File: src/rtl/retospect_lif_neuron.sv
// retospect_lif_neuron: leaky integrate-and-fire neuron cell with N_DEND
// weighted dendrites, programmable threshold, decay strobe select and
// refractory period. All configuration lives on one serial shift chain
// (bs_in -> w[0] .. w[N_DEND-1], thr, sel, ref -> bs_out).
// Optional feature macro: RETOSPECT_INHIB_EN (signed, inhibitory weights).
module retospect_lif_neuron #(
    parameter int N_DEND   = 4,
    parameter int W_BITS   = 4,
    parameter int POT_BITS = 6,
    parameter int CLK_W    = 8,
    parameter int REF_BITS = 3,
    parameter int INIT_POT = 1
) (
    input  logic                clk,
    input  logic                reset,
    input  logic                reset_nn,
    input  logic                config_en,
    input  logic                bs_in,
    output logic                bs_out,
    input  logic [CLK_W-1:0]    clockbus,
    input  logic [N_DEND-1:0]   dendrite,
    output logic                axon,
    output logic [POT_BITS-1:0] potential,
    output logic                refractory
);
    localparam int SEL_BITS = $clog2(CLK_W);
    localparam int CFG_BITS = N_DEND*W_BITS + POT_BITS + SEL_BITS + REF_BITS;
    localparam int ACC_BITS = POT_BITS + $clog2(N_DEND) + 1;
    localparam int REF_LSB  = 0;
    localparam int SEL_LSB  = REF_LSB + REF_BITS;
    localparam int THR_LSB  = SEL_LSB + SEL_BITS;
    localparam int W_LSB    = THR_LSB + POT_BITS;
    localparam logic [ACC_BITS-1:0] POT_MAX = ACC_BITS'((1 << POT_BITS) - 1);

    // cfg[CFG_BITS-1] is the MSB of w[0] and receives bs_in; cfg[0] is the
    // LSB of the refractory field and drives bs_out.
    logic [CFG_BITS-1:0] cfg;
    logic [POT_BITS-1:0] thr;
    logic [SEL_BITS-1:0] sel;
    logic [REF_BITS-1:0] ref_len;

    logic [POT_BITS-1:0] pot_q, pot_d;
    logic [REF_BITS-1:0] rc_q, rc_d;
    logic                axon_q, axon_d;

    logic                decay;
    logic [POT_BITS-1:0] base;
    logic [POT_BITS-1:0] nxt_sat;
    logic                fire;
`ifdef RETOSPECT_INHIB_EN
    logic signed [ACC_BITS-1:0] sum;
    logic signed [ACC_BITS-1:0] nxt;
`else
    logic [ACC_BITS-1:0] sum;
    logic [ACC_BITS-1:0] nxt;
`endif

    assign thr        = cfg[THR_LSB +: POT_BITS];
    assign sel        = cfg[SEL_LSB +: SEL_BITS];
    assign ref_len    = cfg[REF_LSB +: REF_BITS];
    assign bs_out     = cfg[REF_LSB];
    assign axon       = axon_q;
    assign potential  = pot_q;
    assign refractory = (rc_q != '0);

    // Configuration chain: shifts one bit per enabled cycle unless a network re-init takes priority
    always_ff @(posedge clk or posedge reset) begin
        if (reset) begin
            cfg <= '0;
        end else if (!reset_nn && config_en) begin
            cfg <= {bs_in, cfg[CFG_BITS-1:1]};
        end
    end

    // Decay strobe: selected clockbus bit, forced low for out-of-range selects
    always_comb begin
        decay = 1'b0;
        if (int'(sel) < CLK_W) begin
            decay = clockbus[sel];
        end
    end

    // Accumulate the weights of every active dendrite
    always_comb begin
        logic [W_BITS-1:0] wv;
        wv  = '0;
        sum = '0;
        for (int i = 0; i < N_DEND; i++) begin
            wv = cfg[W_LSB + (N_DEND-1-i)*W_BITS +: W_BITS];
            if (dendrite[i]) begin
`ifdef RETOSPECT_INHIB_EN
                sum = sum + ACC_BITS'($signed(wv));
`else
                sum = sum + ACC_BITS'(wv);
`endif
            end
        end
    end

    // Leak, integrate, clamp to the potential range and compare with threshold
    always_comb begin
        base = decay ? (pot_q >> 1) : pot_q;
`ifdef RETOSPECT_INHIB_EN
        nxt = $signed(ACC_BITS'(base)) + sum;
        if (nxt < 0) begin
            nxt_sat = '0;
        end else if (nxt > $signed(POT_MAX)) begin
            nxt_sat = '1;
        end else begin
            nxt_sat = nxt[POT_BITS-1:0];
        end
`else
        nxt = ACC_BITS'(base) + sum;
        if (nxt > POT_MAX) begin
            nxt_sat = '1;
        end else begin
            nxt_sat = nxt[POT_BITS-1:0];
        end
`endif
        fire = (nxt_sat >= thr);
    end

    // Next neuron state: re-init, then config hold, then refractory countdown, then integrate/fire
    always_comb begin
        pot_d  = pot_q;
        rc_d   = rc_q;
        axon_d = 1'b0;
        if (reset_nn) begin
            pot_d = POT_BITS'(INIT_POT);
            rc_d  = '0;
        end else if (!config_en) begin
            if (rc_q != '0) begin
                rc_d  = rc_q - REF_BITS'(1);
                pot_d = '0;
            end else if (fire) begin
                axon_d = 1'b1;
                pot_d  = '0;
                rc_d   = ref_len;
            end else begin
                pot_d = nxt_sat;
            end
        end
    end

    // Neuron state registers
    always_ff @(posedge clk or posedge reset) begin
        if (reset) begin
            pot_q  <= '0;
            rc_q   <= '0;
            axon_q <= 1'b0;
        end else begin
            pot_q  <= pot_d;
            rc_q   <= rc_d;
            axon_q <= axon_d;
        end
    end

endmodule

File: config.mk
export PLATFORM = sky130hd
export DESIGN_NAME = retospect_lif_neuron
export DESIGN_NICKNAME = d
export VERILOG_FILES = /design/src/rtl/retospect_lif_neuron.sv
export SDC_FILE = /design/constraint.sdc
export NUM_CORES = 1
export LEC_CHECK = 0
export ABC_AREA = 1
export CORE_MARGIN = 5
export CORE_UTILIZATION = 51
export CTS_CLUSTER_SIZE = 14
export DETAILED_ROUTE_END_ITERATION = 7
export GPL_TIMING_DRIVEN = 0
export HOLD_SLACK_MARGIN = 0.03
export MAX_ROUTING_LAYER = met4
export PLACE_DENSITY = 0.72
export SLEW_MARGIN = 10
export SYNTH_ARGS = -nofsm -noshare
export SYNTH_HDL_FRONTEND = slang
export SYNTH_SLANG_ARGS = --single-unit
File: constraint.sdc
create_clock -name clk -period 11.8 [get_ports clk]
set_input_delay 1.77 -clock clk [delete_from_list [all_inputs] [get_ports clk]]
set_output_delay 1.77 -clock clk [all_outputs]
set_load 0.05 [all_outputs]
# After elaboration in Yosys (flattened, before gate mapping)
# Cells that the tools add are included.
# totals
input_bits	17
out_inout_bits	9
reg_bits	38
# classes
addsub	5
reduce_logical	5
mux	20
magnitude_cmp	3
eq_ne	1
# ops
operator	count
$mux 6	6
$add 9x4->9	3
$mux 9	3
$mux 3	4
$add 6x9->9	1
$gt 9x6->1 const B	1
$ge 6x6->1	1
$reduce_bool 3->1	2
$mux 1	5
$lt 3x4->1 const B	1
$mux 4	1
$bmux 1 s3	1
$sub 3x1->3 const B	1
$ne 2x2->1 const B	1
$reduce_and 2->1	1
$logic_and 1x1->1	1
$logic_not 1->1	1

# Depth between registers and ports, before layout
# depth
word_depth	15
mapped_depth	35
depth_no_buf	35

# Worst setup path after synthesis
# No wires, ideal clock.
# synth_path
path_type	input to register
startpoint	in dendrite[0]
endpoint	reg pot_q[1] (netlist: potential[1])
path_stages	33
arrival_ps	6516
required_ps	11734
path_slack_ps	5218
path_cell_list	nand2_1 inv_1 ha_1 fa_1 xor2_1 a21oi_1 ha_1 a21oi_1 nand2_1 xnor2_1 mux2i_1 ha_1 a21oi_1 a21oi_4 xnor2_1 inv_1 ha_1 nand2_1 inv_1 nand4_1 nand3_1 nand2_1 nand2_1 nand4_4 nand4_1 ha_1 inv_1 nor2_1 o211ai_1 nand4_1 nor3_1 nand2_1 nand2_1
# synth_between
elab_chain_len	15
# synth_rtl
element	line	rtl
from (decl)	21	input logic [N_DEND-1:0] dendrite,
$mux 4 (*)	90	if (dendrite[i]) begin
$add 9x4->9	94	sum = sum + ACC_BITS'(wv);
$mux 9 (*)	90	
$add 9x4->9	94	
$mux 9 (*)	90	
$add 9x4->9	94	
$mux 9 (*)	90	
$add 6x9->9 (*)	113	nxt = ACC_BITS'(base) + sum;
$gt 9x6->1	114	if (nxt > POT_MAX) begin
$mux 6 (*)	114	
$ge 6x6->1	120	fire = (nxt_sat >= thr);
$mux 6 (*)	135	end else if (fire) begin
$mux 6 (*)	132	if (rc_q != '0) begin
$mux 6 (*)	131	end else if (!config_en) begin
$mux 6 (*)	128	if (reset_nn) begin
to (signal assigned)	152	pot_q <= pot_d;
to (decl)	42	logic [POT_BITS-1:0] pot_q, pot_d;
# Every way passes the cells marked *; elsewhere a longest branch is shown, timed or not. The select of a mux whose other input is x is not followed.
# A chain may end at the register's enable or synchronous reset.

# Worst setup path after layout
# layout_path
startpoint	in dendrite[0]
endpoint	reg pot_q[4] (netlist: potential[4])
# Same word-level chain as after synthesis.

==> results.tsv <==
stage	metric	value	unit
grt	grt_pass1_vias	2349	
layout	syn_to_final_growth	14.90	%
synthesis	yosys.area.top_type	dfrtp_1	
layout	diodes	0	
grt	antenna_found_initial	0	
critical_path	worst_ep_arrival_time	7.98	ns
critical_path	worstSetupEndpointType	flip-flop	
run	drv_cap	0	
layout	utilization	61.20	%
place	dp_hpwl	4763	um
timing	grt_setup_unrepaired	false	
synthesis	synth.area.top_cells	dfrtp_1, nand2_1, ha_1	
synthesis	yosysMostFrequentCell	nand2_1	
pwr	p_leak	1.639	nW
die	die_h	83.50	um
timing	whs	0.4886	ns
timing	skew	0.005412	ns
synthesis	syn_inst	359	
cts	clkTransAtPathRegs	0.07	ns
critical_path	crit_type	in -> reg	
die	die_area	0.006972	mm2
hold_path	hp-class	reg -> reg	
place	port-buffer-count	24	
place	place_congestion	0.8618	
critical_path	cp_common_cell	nand2_1	
timing	max_freq	128.9	MHz
timing	fin_crit_sh	65.72	%
route	dr.pass1.iters	4	
route	num_vias	2389	
cts	clkLatencyLatePin	0.29	ns
route	routedWlPerCell	13.01	um
synthesis	syn_area	0.002755	mm2
grt	track_usage	19.36	%
timing	worst_pin_slew	0.7939	ns
synthesis	yosysWarnings	0	
place	dp_cells	453	
synthesis	synth_seq_cells	38	
pwr	power_density	167.5	mW/mm2
route	via_per_inst	5.205	
critical_path	crit_required	12.03	ns
critical_path	cp_max_fo	7	
synthesis	synth_area_per_cell	7.674	um2
timing	finalMaxSlewViolations	0	
grt	grt_max_degree	39	
timing	hold_viol	0	
layout	instances_no_fill	459	
layout	nNetsFinal	438	
layout	drive_above_1_share	5.656	%
synthesis	synth_edf_count	0	
layout	design_area	0.003166	mm2
timing	relSlewSlack	47.00	%
die	rows	26	
grt	grt_overflow	0	
route	remaining_drc_errors	0	
synthesis	synth_seq_area_share	34.51	%
synthesis	ys_top_cells_by_count	nand2_1, inv_1, dfrtp_1	
cts	cts_resized	0	
cts	cts_setup_buffers	0	
cts	cts_buffer_depth	2	
grt	grt_pass1_wl	10840	um
cts	cts_root_buf	clkbuf_8	
critical_path	slowest_stage	clkdlybuf4s50_1	
place	place_area	0.003083	mm2
synthesis	yosys.area.top_type_share	34.51	%
route	antenna_left	0	
cts	h-tree-depth	2	
pwr	ir_drop	107.9	uV
die	initial_utilization	53.27	%
synthesis	synth_ff_type	dfrtp_1	
timing	setup_slack	4.045	ns
synthesis	synthArstFlopShare	100.0	%
timing	tns	0	ns
cts	hold_buffers	0	
route	drt-initial-drc-count	94	
pwr	totalPowerFinal	0.5304	mW
synthesis	syn-num-nets	407	
timing	post-route-min-period	7.755	ns
critical_path	crit_family	adder cells	
die	core-area	0.005172	mm2
cts	cts.sinks	38	
synthesis	yosysUniqueCellTypes	35	
timing	finalSetupViolations	0	
cts	cts_tree	done	
route	wl	5972	um
critical_path	cp_slowest_stage_delay	0.54	ns
die	die_width	83.50	um
die	ios	26	
place	dp_slack	3.767	ns
cts	numCtsBuffers	5	
outcome	status	completed	
critical_path	worst-path-buf-inv	5	
critical_path	cp-start-kind	input pin	
## logic make-up (layout without fill, tap and decap cells)
kind of cell,Yosys count,count (layout),synth area share [%]
muxes,3,3,1.090
AOI/OAI and AO/OA,59,59,12.08
xor gates and xnor gates,12,12,3.815
adders and majority gates,31,31,15.17
DFF,38,38,34.51
buffers and inverters,50,80,6.993
and+or+nand+nor,166,166,26.34
## power breakdown
group          switching (mW)  total [mW]  leakage [nW]  internal, mW
Sequential             0.0222       0.179         0.504         0.156
Combinational           0.161       0.264          1.09         0.103
Clock                  0.0430      0.0881        0.0431        0.0451
Total                   0.226       0.530          1.64         0.304
## path summary, 6_finish.rpt
path | to | start | cells after the start | slack (ns)
setup / recovery | potential[4] | dendrite[0] | 34 | 4.04
hold / removal | cfg[7] | cfg[8] | 2 | 0.49
setup reg to reg | potential[4] | cfg[24] | 33 | 5.75
hold reg to reg | cfg[7] | cfg[8] | 2 | 0.49
max in group asynchronous | cfg[1] | reset | 2 | 9.35
min in group asynchronous | cfg[26] | reset | 2 | 1.95
## cells in the final DEF (no fill, tap or decap)
cell type / instances
nand2_1: 117
inv_1: 40
dfrtp_1: 38
ha_1: 27
o21ai_0: 25
clkdlybuf4s50_1: 24
a21oi_1: 20
nor2_1: 14
nand4_1: 12
nand3_1: 9
xnor2_1: 9
nand2_2: 6
clkbuf_8: 6
clkbuf_1: 4
fa_1: 4
o21ai_1: 3
xor2_1: 3
a31oi_1: 3
mux2i_1: 3
inv_2: 2
nor3_1: 2
nand3_2: 2
o221ai_1: 2
buf_2: 1
o211ai_1: 1
o21a_1: 1
a2111oi_0: 1
nand3b_1: 1
buf_4: 1
and3_1: 1
o21ai_2: 1
nor2_4: 1
a21o_1: 1
clkinv_1: 1
a21oi_4: 1
nand4_4: 1
buf_1: 1
## worst reg2reg max path, delay by kind of cell (launching register included)
family	cells	cell delay [ns]
buffers and inverters	4	0.21
XOR/XNOR	3	0.47
flip-flops	1	0.39
adder cells (fa/ha/maj)	6	1.92
multiplexers	1	0.31
AO/OA/AOI/OAI	5	0.93
AND/OR/NAND/NOR	14	1.74
## flip-flops by register name (all words and copies together) (netlist names)
| register | flops |
|---|---|
| cfg | 28 |
| potential | 6 |
| axon | 1 |
| rc_q | 3 |
## routing by layer
layer	up-vias	routed length (um)	track usage, %	part of all wire (%)
met5	-	0	-	0
met4	0	85	5.263	1.4
met3	11	243	3.455	4.1
met2	47	2805	32.14	47
met1	1097	2837	24.44	48
li1	1234	-	-	-
## layout make-up
type,instances,area [um2]
Fill cell,487,2007
Multi-Input combinational cell,271,1612
Sequential cell,38,950.9
Timing Repair Buffer,24,240.2
Inverter,43,161.4
Tap cell,70,87.58
Clock buffer,6,82.58
Buffer,7,31.28
Note: power is estimated with default switching activity, not from simulation.
